[src/rtl/exe_pkg.sv]
// Shared types for the multi-cycle execute stage.
// EXE_DIV_EN adds DIVU/REMU to the iterative unit.
package exe_pkg;

  typedef enum logic [3:0] {
    ALU_ADD   = 4'd0,
    ALU_SUB   = 4'd1,
    ALU_SLT   = 4'd2,
    ALU_SLTU  = 4'd3,
    ALU_AND   = 4'd4,
    ALU_OR    = 4'd5,
    ALU_XOR   = 4'd6,
    ALU_NOR   = 4'd7,
    ALU_SLL   = 4'd8,
    ALU_SRL   = 4'd9,
    ALU_SRA   = 4'd10,
    ALU_LUI   = 4'd11,
    ALU_MULLO = 4'd12,
    ALU_MULHU = 4'd13,
    ALU_DIVU  = 4'd14,
    ALU_REMU  = 4'd15
  } aluop_t;

  typedef enum logic [1:0] {
    IDLE = 2'd0,
    BUSY = 2'd1,
    DONE = 2'd2
  } fsm_t;

  function automatic logic is_iterative(input logic [3:0] op);
`ifdef EXE_DIV_EN
    return (op == ALU_MULLO) || (op == ALU_MULHU) ||
           (op == ALU_DIVU)  || (op == ALU_REMU);
`else
    return (op == ALU_MULLO) || (op == ALU_MULHU);
`endif
  endfunction

endpackage

[src/rtl/alu.sv]
// Single-cycle ALU for op codes 0-11.
// Codes 12-15 produce zero here.
module alu
  import exe_pkg::*;
#(
  parameter int DATA_W = 32
) (
  input  logic [3:0]        op,
  input  logic [DATA_W-1:0] a,
  input  logic [DATA_W-1:0] b,
  output logic [DATA_W-1:0] result
);

  localparam int SH_W = $clog2(DATA_W);

  logic [SH_W-1:0] sh;
  logic            lt_s;
  logic            lt_u;

  assign sh   = b[SH_W-1:0];
  assign lt_s = $signed(a) < $signed(b);
  assign lt_u = a < b;

  always_comb begin
    result = '0;
    case (op)
      ALU_ADD:  result = a + b;
      ALU_SUB:  result = a - b;
      ALU_SLT:  result = {{(DATA_W-1){1'b0}}, lt_s};
      ALU_SLTU: result = {{(DATA_W-1){1'b0}}, lt_u};
      ALU_AND:  result = a & b;
      ALU_OR:   result = a | b;
      ALU_XOR:  result = a ^ b;
      ALU_NOR:  result = ~(a | b);
      ALU_SLL:  result = a << sh;
      ALU_SRL:  result = a >> sh;
      ALU_SRA:  result = $unsigned($signed(a) >>> sh);
      ALU_LUI:  result = b << (DATA_W / 2);
      default:  result = '0;
    endcase
  end

endmodule

[src/rtl/exe_muldiv_iter.sv]
// Radix-2 iterative multiplier (and restoring divider with EXE_DIV_EN).
// One step per cycle; done flags the cycle of the final step.
module exe_muldiv_iter
  import exe_pkg::*;
#(
  parameter int DATA_W = 32,
  parameter int CNT_W  = 6
) (
  input  logic              clk,
  input  logic              reset,
  input  logic              clear,
  input  logic              start,
  input  logic [3:0]        op,
  input  logic [DATA_W-1:0] a,
  input  logic [DATA_W-1:0] b,
  output logic              done,
  output logic [DATA_W-1:0] result
);

  logic [CNT_W-1:0]  cnt;
  logic [DATA_W-1:0] hi;
  logic [DATA_W-1:0] lo;
  logic [DATA_W-1:0] opnd;
  logic [DATA_W-1:0] hi_nxt;
  logic [DATA_W-1:0] lo_nxt;
  logic [DATA_W:0]   sum;
  logic              sel_hi;
  logic              start_hi;
  logic              start_div;

  // {hi,lo} shifts right; lo starts as the multiplier
  assign sum = {1'b0, hi} + (lo[0] ? {1'b0, opnd} : '0);

`ifdef EXE_DIV_EN
  logic              is_div;
  logic              ge;
  logic [DATA_W:0]   shifted;
  logic [DATA_W-1:0] diff;

  // hi is the partial remainder, lo the dividend/quotient
  assign shifted   = {hi, lo[DATA_W-1]};
  assign ge        = shifted >= {1'b0, opnd};
  assign diff      = shifted[DATA_W-1:0] - opnd;
  assign hi_nxt    = is_div ? (ge ? diff : shifted[DATA_W-1:0])
                            : sum[DATA_W:1];
  assign lo_nxt    = is_div ? {lo[DATA_W-2:0], ge}
                            : {sum[0], lo[DATA_W-1:1]};
  assign start_div = (op == ALU_DIVU) || (op == ALU_REMU);
  assign start_hi  = (op == ALU_MULHU) || (op == ALU_REMU);
`else
  assign hi_nxt    = sum[DATA_W:1];
  assign lo_nxt    = {sum[0], lo[DATA_W-1:1]};
  assign start_div = 1'b0;
  assign start_hi  = (op == ALU_MULHU);
`endif

  assign done   = (cnt == CNT_W'(1));
  assign result = sel_hi ? hi_nxt : lo_nxt;

  always_ff @(posedge clk) begin
    if (reset) begin
      cnt    <= '0;
      hi     <= '0;
      lo     <= '0;
      opnd   <= '0;
      sel_hi <= 1'b0;
    end else if (clear) begin
      cnt <= '0;
    end else if (start) begin
      cnt    <= CNT_W'(DATA_W);
      hi     <= '0;
      lo     <= start_div ? a : b;
      opnd   <= start_div ? b : a;
      sel_hi <= start_hi;
    end else if (cnt != '0) begin
      cnt <= cnt - CNT_W'(1);
      hi  <= hi_nxt;
      lo  <= lo_nxt;
    end
  end

`ifdef EXE_DIV_EN
  always_ff @(posedge clk) begin
    if (reset) begin
      is_div <= 1'b0;
    end else if (start && !clear) begin
      is_div <= start_div;
    end
  end
`endif

endmodule

[src/rtl/execute_stage_mc.sv]
// Execute stage with valid/allowin handshake and iterative mul/div.
// EXE_DIV_EN enables the iterative DIVU/REMU path.
module execute_stage_mc
  import exe_pkg::*;
#(
  parameter int DATA_W = 32,
  parameter int REG_AW = 5,
  parameter int CNT_W  = 6
) (
  input  logic              clk,
  input  logic              reset,
  input  logic              flush,
  input  logic              de_valid,
  output logic              de_allowin,
  input  logic [3:0]        de_aluop,
  input  logic [DATA_W-1:0] de_alusrc1,
  input  logic [DATA_W-1:0] de_alusrc2,
  input  logic              de_wen,
  input  logic [REG_AW-1:0] de_regsrc,
  input  logic              de_is_load,
  input  logic              ms_allowin,
  output logic              exe_to_ms_valid,
  output logic [DATA_W-1:0] exe_alu_result,
  output logic              exe_wen,
  output logic [REG_AW-1:0] exe_regsrc,
  output logic              exe_is_load,
  output logic              exe_busy
);

  fsm_t              state;
  fsm_t              state_nxt;
  logic              exe_valid;
  logic              iter_q;
  logic              ready_go;
  logic              accept;
  logic              de_iter;
  logic              iter_done;
  logic [DATA_W-1:0] alu_res;
  logic [DATA_W-1:0] iter_res;

  assign de_iter = is_iterative(de_aluop);
  assign accept  = de_valid && de_allowin && !flush;

  alu #(
    .DATA_W (DATA_W)
  ) u_alu (
    .op     (de_aluop),
    .a      (de_alusrc1),
    .b      (de_alusrc2),
    .result (alu_res)
  );

  exe_muldiv_iter #(
    .DATA_W (DATA_W),
    .CNT_W  (CNT_W)
  ) u_iter (
    .clk    (clk),
    .reset  (reset),
    .clear  (flush),
    .start  (accept && de_iter),
    .op     (de_aluop),
    .a      (de_alusrc1),
    .b      (de_alusrc2),
    .done   (iter_done),
    .result (iter_res)
  );

  always_ff @(posedge clk) begin
    if (reset) begin
      state <= IDLE;
    end else begin
      state <= state_nxt;
    end
  end

  always_comb begin
    state_nxt = state;
    if (flush) begin
      state_nxt = IDLE;
    end else begin
      unique case (state)
        IDLE: if (accept && de_iter) state_nxt = BUSY;
        BUSY: if (iter_done) state_nxt = DONE;
        DONE: if (ms_allowin) begin
          state_nxt = (accept && de_iter) ? BUSY : IDLE;
        end
        default: state_nxt = IDLE;
      endcase
    end
  end

  always_comb begin
    exe_busy        = (state == BUSY);
    ready_go        = iter_q ? (state == DONE) : 1'b1;
    de_allowin      = !exe_valid || (ready_go && ms_allowin);
    exe_to_ms_valid = exe_valid && ready_go && !flush;
  end

  // control fields follow the instruction; result lands at accept or at the last step
  always_ff @(posedge clk) begin
    if (reset) begin
      exe_valid      <= 1'b0;
      iter_q         <= 1'b0;
      exe_alu_result <= '0;
      exe_wen        <= 1'b0;
      exe_regsrc     <= '0;
      exe_is_load    <= 1'b0;
    end else begin
      if (flush) begin
        exe_valid <= 1'b0;
      end else if (accept) begin
        exe_valid <= 1'b1;
      end else if (ready_go && ms_allowin) begin
        exe_valid <= 1'b0;
      end
      if (accept) begin
        iter_q         <= de_iter;
        exe_alu_result <= alu_res;
        exe_wen        <= de_wen;
        exe_regsrc     <= de_regsrc;
        exe_is_load    <= de_is_load;
      end else if (!flush && state == BUSY && iter_done) begin
        exe_alu_result <= iter_res;
      end
    end
  end

endmodule

[config.mk]
export PLATFORM = sky130hd
export DESIGN_NAME = execute_stage_mc
export DESIGN_NICKNAME = d
export VERILOG_FILES = /design/src/rtl/exe_pkg.sv /design/src/rtl/alu.sv /design/src/rtl/exe_muldiv_iter.sv /design/src/rtl/execute_stage_mc.sv
export SDC_FILE = /design/constraint.sdc
export NUM_CORES = 1
export LEC_CHECK = 0
export ABC_AREA = 1
export CAP_MARGIN = 20
export CORE_ASPECT_RATIO = 1.75
export CORE_MARGIN = 4
export CORE_UTILIZATION = 56
export CTS_CLUSTER_SIZE = 30
export DETAILED_ROUTE_END_ITERATION = 6
export GPL_TIMING_DRIVEN = 0
export PLACE_DENSITY_LB_ADDON = 0.2
export SETUP_SLACK_MARGIN = 0.5
export SYNTH_ARGS = -nofsm -noshare
export SYNTH_HDL_FRONTEND = slang
export SYNTH_SLANG_ARGS = --single-unit
[constraint.sdc]
create_clock -name clk -period 3.4 [get_ports clk]
set_clock_uncertainty 0.1 [all_clocks]
set_input_delay 0.85 -clock clk [delete_from_list [all_inputs] [get_ports clk]]
set_output_delay 0.85 -clock clk [all_outputs]
set_load 0.05 [all_outputs]
==> results of run 1 <==
==> per-stage QoR <==
step / cells / setup WS, ns / utilization (%)
CTS: 4163 / 0.440 / 68.2
detailed placement: 4095 / -1.41 / 62.5
global placement: 4095 / -1.38 / 62.5
floorplan: 3525 / 0.500 / -
==> Yosys cell counts, types with 28 or more instances <==
cell and number:
a31oi_1 33, nand2_1 1171, o21ai_0 223, nand4_1 41
nand3_1 445, nor2_1 288, ha_1 138, buf_2 47
dfxtp_1 146, clkbuf_1 96, o211ai_1 28, inv_1 432
a21oi_1 244
==> per-layer routing <==
metal  global-route usage [%]  GRT overflow
met1                     63.9             1
met3                     45.3             3
met2                     90.7           160
met5                     9.87             0
met4                     71.9           111
==> cell families after synthesis <==
logic type	count (synthesis)	synth area share, %
fa+ha+maj	141	9.47
compound gates	602	17.3
simple gates	2005	44.2
buf+inv	613	12.7
xor+xnor	18	0.836
flops	146	15.5
==> what timing repair did <==
item                       in CTS
setup endpoints to repair     127
resized for setup             530
buffers inserted               37
pin swaps                      45
==> out/metrics.yaml, run 1 <==
grt_use_total_pct: 67.2
synth.top_cell.area_share_pct: 23.3
outcome: "did not finish"
synth_ff_type: "dfxtp_1"
die_h_um: 251
synth_seq_area_share_pct: 15.5
synth_area_leader_cell: "nand2_1"
clock-sinks: 146
stop_stage: "global routing (5_1_grt)"
ios: 122
start_util_pct: 56.9
place_congestion: 1.30
async_flop_share_pct: 0
cts_buffer_depth: 2
die_w_um: 147
htree_levels: 4
cts_buffers: 17
dpl.hpwl_mm: 85.5
synth-warning-count: 0
yosysUniqueCellTypes: 49
grt_pass1_wl_mm: 195
grt_start_max_net_pins: 17
hold_buffers: 0
synth_area_um2: 18900
ys_top_cells_by_area: "nand2_1 (23%), dfxtp_1 (15%), nand3_1 (12%)"
syn_area_per_cell_um2: 5.35
rows: 88
synthCells: 3525
grt_pass1_vias: 29600
cts_root_buffer: "clkbuf_16"
grt_remaining_overflow: 275
dpl-instance-area_um2: 20700
synth_edf_count: 0
io_buffers: 120
error: "[ERROR GRT-0116] Global routing finished with congestion. Check the congestion regions in the DRC Viewer."
synth-seq-cells: 146
synthesis.nets: 3746
==> run 2: changes to the inputs <==
Settings changed: CORE_ASPECT_RATIO 1.75 to unset, CORE_UTILIZATION 56 to 40, CTS_CLUSTER_SIZE 30 to unset, PLACE_DENSITY_LB_ADDON 0.2 to 0.15, SETUP_SLACK_MARGIN 0.5 to unset.
Clock period 3.4 ns to 4.4 ns, I/O delays scaled along.
==> run 2 against run 1 <==
Synthesized cell count unchanged; synthesized area did not move; the flow now finishes, with violations (negative setup slack).
==> out/metrics.yaml, run 2 <==
outcome: "complete, but fails checks"  # was did not finish
violations: "negative setup slack"
async_flop_share_pct: 0  # unchanged
rows: 79  # was 88
power.clock.fraction_pct: 23.7
area_growth_pct: 13.8
fmax_ghz: 0.224
mostFrequentLayoutCells: "nand2_1 (1167), nand3_1 (444), inv_1 (432)"
clock_latency_ns: 0.44
sw_frac_of_total_pct: 47.9
worst_path_most_repeated_cell: "nand2_1"
worstSetupStartpointType: "input port"
final_cell_area_um2: 21500
power.share.sequential_pct: 27.9
tns_ns: -0.0749
cts_root_buffer: "clkbuf_16"  # unchanged
max_stage_delay_ns: 1.01
cap_violations: 0
dr.pass1.iters: 6
met1_length_mm: 43.6
grt_remaining_overflow: 0
fin_crit_sh_pct: 101
synthesis.nets: 3746  # unchanged
grt_use_total_pct: 39.9
synth.top_cell.area_share_pct: 23.3  # unchanged
synthXorXnorAreaFrac_pct: 0.836  # unchanged
drive_gt1_share_pct: 3.32
synth_adder_area_share_pct: 9.47  # unchanged
grt_setup_unrepaired: "yes"
crit_slowest_cell: "clkdlybuf4s50_1"
min_path_type: "flip-flop to flip-flop"
synth_compound_gate_area_share_pct: 17.3  # unchanged
end_kind: "flip-flop"
antenna_found_initial: 3
met3WireLength_mm: 11.7
internal_power_mw: 3.18
wl_met2_mm: 44.0
path_cells: "clkdlybuf4s50_1, inv_1, ha_1, clkbuf_1, nand2_1, nand3_1, nor3_1, nand2_1, nor2_1, nand2_1, nor2_1, nand3_1, nand2_1, a21oi_1"
ios: 122  # unchanged
grt_pass1_vias: 22800
crit_path_max_fanout: 9
drt_iter0_drc: 3283
io_buffers: 120  # unchanged
dpl-instance-area_um2: 20800  # was 20700 µm²
cts.clk_slew.worst_paths_ns: 0.07
power.density_nw_per_um2: 284
yosys.area_share.simple_pct: 44.2  # unchanged
synthCells: 3525  # unchanged
vias: 25200
synthMuxAreaShare_pct: 0  # unchanged
synth_ff_type: "dfxtp_1"  # unchanged
ys_top_cells_by_area: "nand2_1 (23%), dfxtp_1 (15%), nand3_1 (12%)"  # unchanged
report.final.slew_viol_count: 0
nFillCells: 5346
grt_pass1_wl_mm: 151
hold_violations: 0
synth_edf_count: 0  # unchanged
setup_slack_ns: -0.0610
grt_start_max_net_pins: 19
dpl.hpwl_mm: 87.4  # was 85.5 mm
relSlewSlack_pct: 31.1
top_layer: "met5"
mostFrequentLayoutCell: "nand2_1"
die_h_um: 225  # was 251 µm
die_w_um: 225  # was 147 µm
post-route-min-period_ns: 4.46
start_util_pct: 40.5  # was 56.9%
crit_type: "input port to flip-flop"
place_congestion: 1.10  # was 1.30
combPwrFrac_pct: 48.4
cts_buffers: 17  # unchanged
setup_violations: 2
drc_errors: 0
worstMarginPinSlew_ns: 1.03
antenna_left: 0
synth_seq_area_share_pct: 15.5  # unchanged
synth-warning-count: 0  # unchanged
routedWlPerCell_um: 24.7
hold_slack_ns: 0.369
syn_area_per_cell_um2: 5.35  # unchanged
via_per_inst: 5.88
die-area_um2: 50700
critPathBufInv: 3
cts_buffer_depth: 2  # unchanged
synth_most_common_cell: "nand2_1"  # unchanged
synth-seq-cells: 146  # unchanged
htree_levels: 4  # unchanged
synthTopCellsByCount: "nand2_1 (1171), nand3_1 (445), inv_1 (432)"  # unchanged
synth_area_um2: 18900  # unchanged
ir_worst_vdd_v: 0.000376
required_ns: 4.64
yosysUniqueCellTypes: 49  # unchanged
hold_buffers: 0  # unchanged
critical_path.top_delay_family: "simple AND/OR/NAND/NOR gates"
tritoncts: "yes"
clock-sinks: 146  # unchanged
synth_area_leader_cell: "nand2_1"  # unchanged
wirelength_mm: 106
core_area_um2: 46600
leakage_nw: 10.8
synth_top_family_by_area: "simple AND/OR/NAND/NOR gates"  # unchanged
nNetsFinal: 3881
cp_data_arrival_time_ns: 4.70
netSwitchingPower_mw: 2.92
## run 2: cell counts after synthesis
No cell type changed its count.
## run 2: through the flow
stage	power [mW]	util [%]	setup slack (ns)	instances
6_report	6.10	46.1	-0.0610	4281
4_1_cts	5.97	46.0	0.00804	4282
3_5_place_dp	4.53	44.7	-1.05	4252
2_1_floorplan	3.46	-	0.858	3525
5_1_grt	6.39	46.1	-0.00130	4280
3_3_place_gp	4.54	44.7	-1.09	4252
## run 2: cells by family (layout without fill, tap and decap cells)
kind of cell,after synthesis,after routing
AO/OA/AOI/OAI,602,602
AND/OR/NAND/NOR,2005,2005
buffers and inverters,613,761
flip-flops,146,146
XOR/XNOR,18,18
adder cells (fa/ha/maj),141,141
other,0,1
## run 2: what timing repair did
item,4_1_cts,5_1_grt
pin swaps,0,0
gates cloned,0,0
buffers inserted,0,0
hold endpoints to repair,0,0
gates resized for setup,16,20
setup endpoints to repair,30,29
## run 2: area by class of cell
| type | count | area [µm²] | area share (%) |
|---|---|---|---|
| clock buffers | 21 | 460 | 2.14 |
| clock inverters | 11 | 104 | 0.484 |
| plain buffers | 165 | 723 | 3.37 |
| multi-input cells | 2766 | 13600 | 63.4 |
| inverters | 444 | 1670 | 7.79 |
| flip-flops and latches | 146 | 2920 | 13.6 |
| repair buffers | 120 | 1210 | 5.65 |
| well taps | 607 | 759 | 3.54 |
| diodes | 1 | 2.50 | 0.0117 |
## run 2: final timing paths
check	from	endpoint	slack, ns	cells after the start
setup reg to reg	u_iter.lo[0]$_SDFFE_PP0P_	exe_alu_result[25]$_SDFFE_PP0P_	0.25	17
hold reg to reg	iter_q$_SDFFE_PP0P_	iter_q$_SDFFE_PP0P_	0.37	2
hold / removal	iter_q$_SDFFE_PP0P_	iter_q$_SDFFE_PP0P_	0.37	2
setup / recovery	de_alusrc1[26]	exe_alu_result[26]$_SDFFE_PP0P_	-0.06	14
## run 2: tightest hold or removal path, cell delays in order (launching register included)
cell	delay [ns]
dfxtp_1	0.31
nand2_1	0.06
a21oi_1	0.05
## run 2: power groups by stage
stage | Clock (mW) | Sequential, mW | Combinational [mW]
after floorplan | 0 | 1.74 | 1.72
after global placement | 0 | 1.72 | 2.82
after detailed placement | 0 | 1.72 | 2.82
after CTS | 1.44 | 1.69 | 2.84
after global routing | 1.50 | 1.72 | 3.17
final | 1.44 | 1.70 | 2.95
## run 2: metal layers
metal | vias up | track usage (%)
li1 | 11700 | -
met1 | 11600 | 53.7
met2 | 1523 | 59.4
met3 | 310 | 9.86
met4 | 2 | 20.1
met5 | - | 0
(Power assumes the default switching activity.)
==> run 3: changes to the inputs <==
Settings changed: CTS_CLUSTER_SIZE set to 20.
==> results of run 3 <==
Same layout as run 2: the final DEF is identical, and so are final timing and power.
